## src/rtl/dsp_nco_sweep_ctrl.sv

```systemverilog
// dsp_nco_sweep_ctrl: linear frequency sweep sequencer for an NCO phase-increment input.
// Steps from f_start to f_stop by f_step, holding each frequency for max(dwell,1) cycles.
// The sweep runs single-shot or continuous.
// Optional build macro DSP_NCO_SWEEP_BIDIR_EN: on reaching the top of the sweep, turn
// around and step back down to f_start (dir=1). Left undefined, sweeps are up-only and
// dir stays at 0.
//
// state | meaning
// IDLE  | outputs off, nco_phi_inc holds its last value, waiting for start
// DWELL | holding the current frequency, down-counter running
// STEP  | last hold cycle of the current frequency; the next frequency is chosen here
// DONE  | one-cycle completion pulse, then back to IDLE
module dsp_nco_sweep_ctrl #(
    parameter int PHI_WIDTH   = 14,
    parameter int DWELL_WIDTH = 16
) (
    input  logic                   clk,
    input  logic                   rst_n,
    input  logic                   start,
    input  logic                   abort,
    input  logic                   cont,
    input  logic [PHI_WIDTH-1:0]   f_start,
    input  logic [PHI_WIDTH-1:0]   f_stop,
    input  logic [PHI_WIDTH-1:0]   f_step,
    input  logic [DWELL_WIDTH-1:0] dwell,
    output logic                   nco_en,
    output logic [PHI_WIDTH-1:0]   nco_phi_inc,
    output logic                   busy,
    output logic                   step_stb,
    output logic                   done,
    output logic                   dir
);

    typedef enum logic [1:0] {IDLE, DWELL, STEP, DONE} state_t;

    state_t                 state, state_nx;
    logic [PHI_WIDTH-1:0]   phi, phi_nx;
    logic [PHI_WIDTH-1:0]   fs_lat, fstop_lat, fstep_lat;
    logic [DWELL_WIDTH-1:0] dwell_lat, cnt, cnt_nx;
    logic [DWELL_WIDTH-1:0] hold_in, hold_lat;
    logic                   cont_lat;
    logic                   stb_q, stb_nx;
    logic                   dir_q, dir_nx;
    logic                   cfg_load;
    logic [PHI_WIDTH:0]     up_sum;
    logic                   up_ok;
    logic                   sweep_end;
    logic                   load_freq;
`ifdef DSP_NCO_SWEEP_BIDIR_EN
    logic [PHI_WIDTH:0]     dn_diff;
    logic                   dn_ok;
`endif

    // The first hold cycle is the cycle a frequency is loaded and STEP is the last one,
    // so DWELL itself lasts max(dwell,1)-1 cycles.
    assign hold_in  = (dwell == '0)     ? '0 : dwell - DWELL_WIDTH'(1);
    assign hold_lat = (dwell_lat == '0) ? '0 : dwell_lat - DWELL_WIDTH'(1);
    assign cfg_load = (state == IDLE) && start && !abort;

    // Next-frequency candidates, one bit wider so that carry and borrow stay visible
    assign up_sum = {1'b0, phi} + {1'b0, fstep_lat};
    assign up_ok  = (fstep_lat != '0) && !up_sum[PHI_WIDTH] && (up_sum[PHI_WIDTH-1:0] <= fstop_lat);
`ifdef DSP_NCO_SWEEP_BIDIR_EN
    assign dn_diff = {1'b0, phi} - {1'b0, fstep_lat};
    assign dn_ok   = (fstep_lat != '0) && !dn_diff[PHI_WIDTH] && (dn_diff[PHI_WIDTH-1:0] >= fs_lat);
`endif

    // Sweep configuration is captured only when a start is accepted
    always_ff @(posedge clk or negedge rst_n) begin
        if (!rst_n) begin
            fs_lat    <= '0;
            fstop_lat <= '0;
            fstep_lat <= '0;
            dwell_lat <= '0;
            cont_lat  <= 1'b0;
        end else if (cfg_load) begin
            fs_lat    <= f_start;
            fstop_lat <= f_stop;
            fstep_lat <= f_step;
            dwell_lat <= dwell;
            cont_lat  <= cont;
        end
    end

    // State, frequency, dwell counter and strobe registers
    always_ff @(posedge clk or negedge rst_n) begin
        if (!rst_n) begin
            state <= IDLE;
            phi   <= '0;
            cnt   <= '0;
            stb_q <= 1'b0;
            dir_q <= 1'b0;
        end else begin
            state <= state_nx;
            phi   <= phi_nx;
            cnt   <= cnt_nx;
            stb_q <= stb_nx;
            dir_q <= dir_nx;
        end
    end

    // Next-state and next-frequency selection; abort overrides everything
    always_comb begin
        state_nx  = state;
        phi_nx    = phi;
        cnt_nx    = cnt;
        stb_nx    = 1'b0;
        dir_nx    = dir_q;
        sweep_end = 1'b0;
        load_freq = 1'b0;
        case (state)
            IDLE: begin
                if (start) begin
                    phi_nx   = f_start;
                    stb_nx   = 1'b1;
                    dir_nx   = 1'b0;
                    cnt_nx   = hold_in;
                    state_nx = (hold_in == '0) ? STEP : DWELL;
                end
            end
            DWELL: begin
                cnt_nx = cnt - DWELL_WIDTH'(1);
                if (cnt == DWELL_WIDTH'(1)) begin
                    state_nx = STEP;
                end
            end
            STEP: begin
                load_freq = 1'b1;
`ifdef DSP_NCO_SWEEP_BIDIR_EN
                if (!dir_q) begin
                    if (up_ok) begin
                        phi_nx = up_sum[PHI_WIDTH-1:0];
                    end else if (dn_ok) begin
                        phi_nx = dn_diff[PHI_WIDTH-1:0];
                        dir_nx = 1'b1;
                    end else begin
                        sweep_end = 1'b1;
                    end
                end else if (dn_ok) begin
                    phi_nx = dn_diff[PHI_WIDTH-1:0];
                end else if (cont_lat) begin
                    // bottom turnaround: head back up from where the down-sweep stopped
                    dir_nx = 1'b0;
                    phi_nx = up_ok ? up_sum[PHI_WIDTH-1:0] : fs_lat;
                end else begin
                    sweep_end = 1'b1;
                end
`else
                if (up_ok) begin
                    phi_nx = up_sum[PHI_WIDTH-1:0];
                end else begin
                    sweep_end = 1'b1;
                end
`endif
                if (sweep_end) begin
                    if (cont_lat) begin
                        phi_nx = fs_lat;
                        dir_nx = 1'b0;
                    end else begin
                        load_freq = 1'b0;
                        state_nx  = DONE;
                    end
                end
                if (load_freq) begin
                    stb_nx   = 1'b1;
                    cnt_nx   = hold_lat;
                    state_nx = (hold_lat == '0) ? STEP : DWELL;
                end
            end
            DONE: begin
                state_nx = IDLE;
                dir_nx   = 1'b0;
            end
            default: state_nx = IDLE;
        endcase
        if (abort) begin
            state_nx = IDLE;
            phi_nx   = phi;
            cnt_nx   = cnt;
            stb_nx   = 1'b0;
            dir_nx   = 1'b0;
        end
    end

    assign busy        = (state == DWELL) || (state == STEP);
    assign nco_en      = busy;
    assign done        = (state == DONE);
    assign step_stb    = stb_q;
    assign nco_phi_inc = phi;
`ifdef DSP_NCO_SWEEP_BIDIR_EN
    assign dir = dir_q;
`else
    assign dir = 1'b0;
`endif

endmodule

```

## config.mk

```make
export PLATFORM = sky130hd
export DESIGN_NAME = dsp_nco_sweep_ctrl
export DESIGN_NICKNAME = d
export VERILOG_FILES = /design/src/rtl/dsp_nco_sweep_ctrl.sv
export SDC_FILE = /design/constraint.sdc
export NUM_CORES = 1
export LEC_CHECK = 0
export ABC_AREA = 1
export BUFFER_PORTS_ARGS = -buffer_cell sky130_fd_sc_hd__buf_2
export CORE_MARGIN = 4
export CORE_UTILIZATION = 35
export CTS_CLUSTER_DIAMETER = 30
export DETAILED_ROUTE_END_ITERATION = 7
export GPL_ROUTABILITY_DRIVEN = 0
export PLACE_DENSITY = 0.56
export SYNTH_ARGS = -nofsm -noshare
export SYNTH_HDL_FRONTEND = slang
export SYNTH_SLANG_ARGS = --single-unit
```

## constraint.sdc

```tcl
create_clock -name clk -period 3.45 [get_ports clk]
set_input_delay 0.1725 -clock clk [delete_from_list [all_inputs] [get_ports clk]]
set_output_delay 0.1725 -clock clk [all_outputs]
set_load 0.02 [all_outputs]
```

==> metrics.csv <==
stage,metric,value,unit
outcome,status,"complete, no violations",
worst_setup_path,r2r-end,cnt[9]$_DFFE_PN0P_,
die,io_pins,82,
place,io_buffers,80,
power,leakagePower,0.00394,uW
clocking,clock_latency,0.36,ns
sta,fmax,302,MHz
die,initial_utilization,35.8,%
die,die_y,147,um
grt,antenna_found_initial,0,
grt,grt_pass1_wl,31100,um
worst_setup_path,crit_top_cell,nand2_1,
worst_setup_path,crit_fanout,7,
clocking,h-tree-depth,3,
sta,setup_tns,0,ns
synth,synthFlopType,dfrtp_1,
worst_setup_path,end_kind,flip-flop,
grt,grt_pass1_vias,5849,
detailed_routing,wirelength,19500,um
grt,grt_max_degree,81,
synth,synth_edf_count,0,
worst_setup_path,rr_startpoint,nco_phi_inc[3]$_DFFE_PN0P_,
flow_run,drv_cap,0,
synth,synth_most_common_cell,nand2_1,
worst_setup_path,crit_path_start_kind,flip-flop,
detailed_routing,vias,6292,
die,dieArea,0.0216,mm^2
detailed_routing,antenna_left,0,
sta,hold_viol_final,0,
sta,fin_crit_sh,95.9,%
place,post-dp-hpwl,14900,um
cells_and_area,postLayoutCellArea,0.00808,mm^2
clocking,numCtsBuffers,9,
detailed_routing,avgViaCountPerCell,4.96,
synth,syn_avg_cell_area,7.38,um^2
min_path,min_from,f_step[8],
sta,tightest_slew,0.954,ns
detailed_routing,post_drt_wl_per_cell,15.4,um
grt,grt_overflow,0,
detailed_routing,drcViolationCount,0,
worst_setup_path,critPathSlowestCell,dfrtp_1,
clocking,ctsRootBufferMaster,clkbuf_16,
synth,yosys_warnings,0,
min_path,hold_depth,2,
detailed_routing,first_pass_iters,5,
synth,synthTopCellsByArea,"dfrtp_1, nand2_1, ha_1, inv_1, nor2_1",
detailed_routing,drtIter0Drc,420,
worst_setup_path,worst_path_largest_cell_delay,0.43,ns
worst_setup_path,criticalPathCategory,reg -> reg,
min_path,hold_class,in -> reg,
synth,synth_top_area_cell,dfrtp_1,
die,rows,50,
cells_and_area,num-nets-final,1103,
place,dpl.cell_count,1243,
cells_and_area,diodes,0,
place,placed_area,0.00749,mm^2
sta,period_minus_slack,3.31,ns
die,die_w,147,um
sta,rsz0062_at_grt,true,
synth,syn-cell-area,0.00675,mm^2
cells_and_area,final_cells,1268,
synth,yosys.area.top_type_share,34.1,%
min_path,min_to,fstep_lat[8]$_DFFE_PN0P_,
clocking,cts_tree,yes,
cells_and_area,fin_util,42.9,%
clocking,clk_pin_slew_worst_paths,0.08,ns
grt,grt_usage,17.8,%
synth,yosysSeqAreaShare,34.1,%
sta,final_max_slew_viol_count,0,
synth,synth_nets,1014,
sta,slew_headroom,36.4,%
die,core,0.0188,mm^2
worst_setup_path,path_cells,ha_1 -> a21oi_1 -> nand2_1 -> a21oi_2 -> o21bai_1 -> nand2_1 -> nand2_2 -> xor2_2 -> ha_1 -> nand2_2 -> nor3_2 -> nand2_1 -> nand2_1 -> nand2_1 -> nand2_2 -> nand3_2 -> nand2_4 -> buf_12 -> inv_8 -> nand2_1 -> o21ai_1,
sta,setup_viol,0,
sta,setup_slack,0.140,ns
worst_setup_path,crit_arrival,3.55,ns
place,place_ws,0.0202,ns
clocking,cts_sinks,92,
sta,fin_skew,0.0117,ns
power,ir_worst_vdd,0.580,mV
power,power_density,1070,mW/mm^2
clocking,cts_buffer_depth,2,
synth,async_flop_share,100,%
worst_setup_path,rrSetupSlack,0.14,ns
synth,synth_common_cells,"nand2_1, inv_1, nor2_1",
synth,ys_ff_latch,92,
synth,syn_inst,914,
worst_setup_path,r2r_cells,21,
cells_and_area,area_growth,19.8,%
cells_and_area,layout-drive-gt1-share,22.0,%
synth,ys_types,50,
worst_setup_path,worstPathRequired,3.69,ns
## worst max path at each step
stage | slack (ns) | endpoint | from
6_report | 0.14 | cnt[9]$_DFFE_PN0P_ | nco_phi_inc[3]$_DFFE_PN0P_
5_1_grt | -0.11 | cnt[10]$_DFFE_PN0P_ | nco_phi_inc[0]$_DFFE_PN0P_
4_1_cts | 0.003 | cnt[4]$_DFFE_PN0P_ | fstep_lat[0]$_DFFE_PN0P_
3_5_place_dp | 0.02 | cnt[4]$_DFFE_PN0P_ | fstep_lat[0]$_DFFE_PN0P_
3_3_place_gp | 0.11 | cnt[8]$_DFFE_PN0P_ | fstep_lat[0]$_DFFE_PN0P_
2_1_floorplan | 0.11 | nco_phi_inc[7]$_DFFE_PN0P_ | nco_phi_inc[0]$_DFFE_PN0P_
## critical path, delay by kind of cell (launching register included)
family / cells / cell delay (ns)
AND/OR/NAND/NOR: 12 / 1.16
adder cells (fa/ha/maj): 2 / 0.66
AO/OA/AOI/OAI: 4 / 0.61
flip-flops: 1 / 0.43
buffers and inverters: 2 / 0.17
XOR/XNOR: 1 / 0.16
## repair_timing
action,CTS,global route
hold buffers,1,0
endpoints found under the hold margin,43,0
endpoints found under the setup margin,0,33
resized for setup,0,51
buffers inserted,0,6
## layout make-up
class	count	area [um^2]
Clock inverter	7	65.1
Clock buffer	9	225
Multi-Input combinational cell	668	4010
Inverter	122	475
Tap cell	260	325
Timing Repair inverter	2	27.5
Fill cell	1956	10700
Timing Repair Buffer	108	657
Sequential cell	92	2300
## flip-flops by register name (all words and copies together), names as in the netlist
| register | count |
|---|---|
| cnt | 16 |
| dwell_lat | 16 |
| fs_lat | 14 |
| fstep_lat | 14 |
| fstop_lat | 14 |
| nco_phi_inc | 14 |
| state | 2 |
| cont_lat | 1 |
| step_stb | 1 |
## layer usage
layer / part of all wire, % / vias up / global-route usage, %
met5: 0 / - / 0
met4: 1.8 / 0 / 5.17
met3: 3.2 / 28 / 2.10
met2: 43 / 131 / 26.0
met1: 52 / 2931 / 27.5
li1: - / 3202 / -
## kinds of logic (layout without fill, tap and decap cells)
family / count (synthesis) / in the layout / share of synthesized area, %
fa+ha+maj: 37 / 37 / 6.97
buf+inv: 154 / 248 / 9.27
other cells: 1 / 1 / 0.0556
compound gates: 188 / 188 / 15.8
mux: 27 / 27 / 4.50
flops: 92 / 92 / 34.1
simple gates: 393 / 393 / 26.4
xor+xnor: 22 / 22 / 2.85
## power breakdown
part	switching, uW	internal (uW)
sequential	402	1560
clock	481	507
combinational	3460	2210
total	4340	4280
## per-stage QoR
| step | hold slack [ns] | power [uW] |
|---|---|---|
| global placement | 0.242 | 7120 |
| CTS | 0.0358 | 8160 |
| global route | 0.0339 | 9470 |
| finish | 0.0427 | 8630 |
| detailed placement | 0.242 | 7140 |
| floorplan | -0.123 | 5540 |
## cell usage in the layout (no fill, tap or decap), types with 4 or more instances in the layout
cell type  netlist  final
o211ai_1        19     19
inv_1          113    112
clkbuf_16        0      9
nand4_1         13     13
buf_2            6     79
nand3_1         57     52
inv_2            7      7
o21ai_2          1      9
mux2_2          27     27
nand2_2          7     11
xnor2_1          5      5
nor2_4           4      4
nand2_1        180    174
ha_1            36     33
nor3_1           8      7
xor2_1          17     13
o21bai_1         4      4
or2_1            6      6
o21ai_0         40     36
buf_4            2     24
nor2_1          97     97
nand3_2          5      9
o21ai_1         26     21
a21oi_1         71     68
nor3_2           3      4
xor2_2           0      4
dfrtp_1         92     92
a22oi_1         12     10
(Power assumes the default switching activity.)
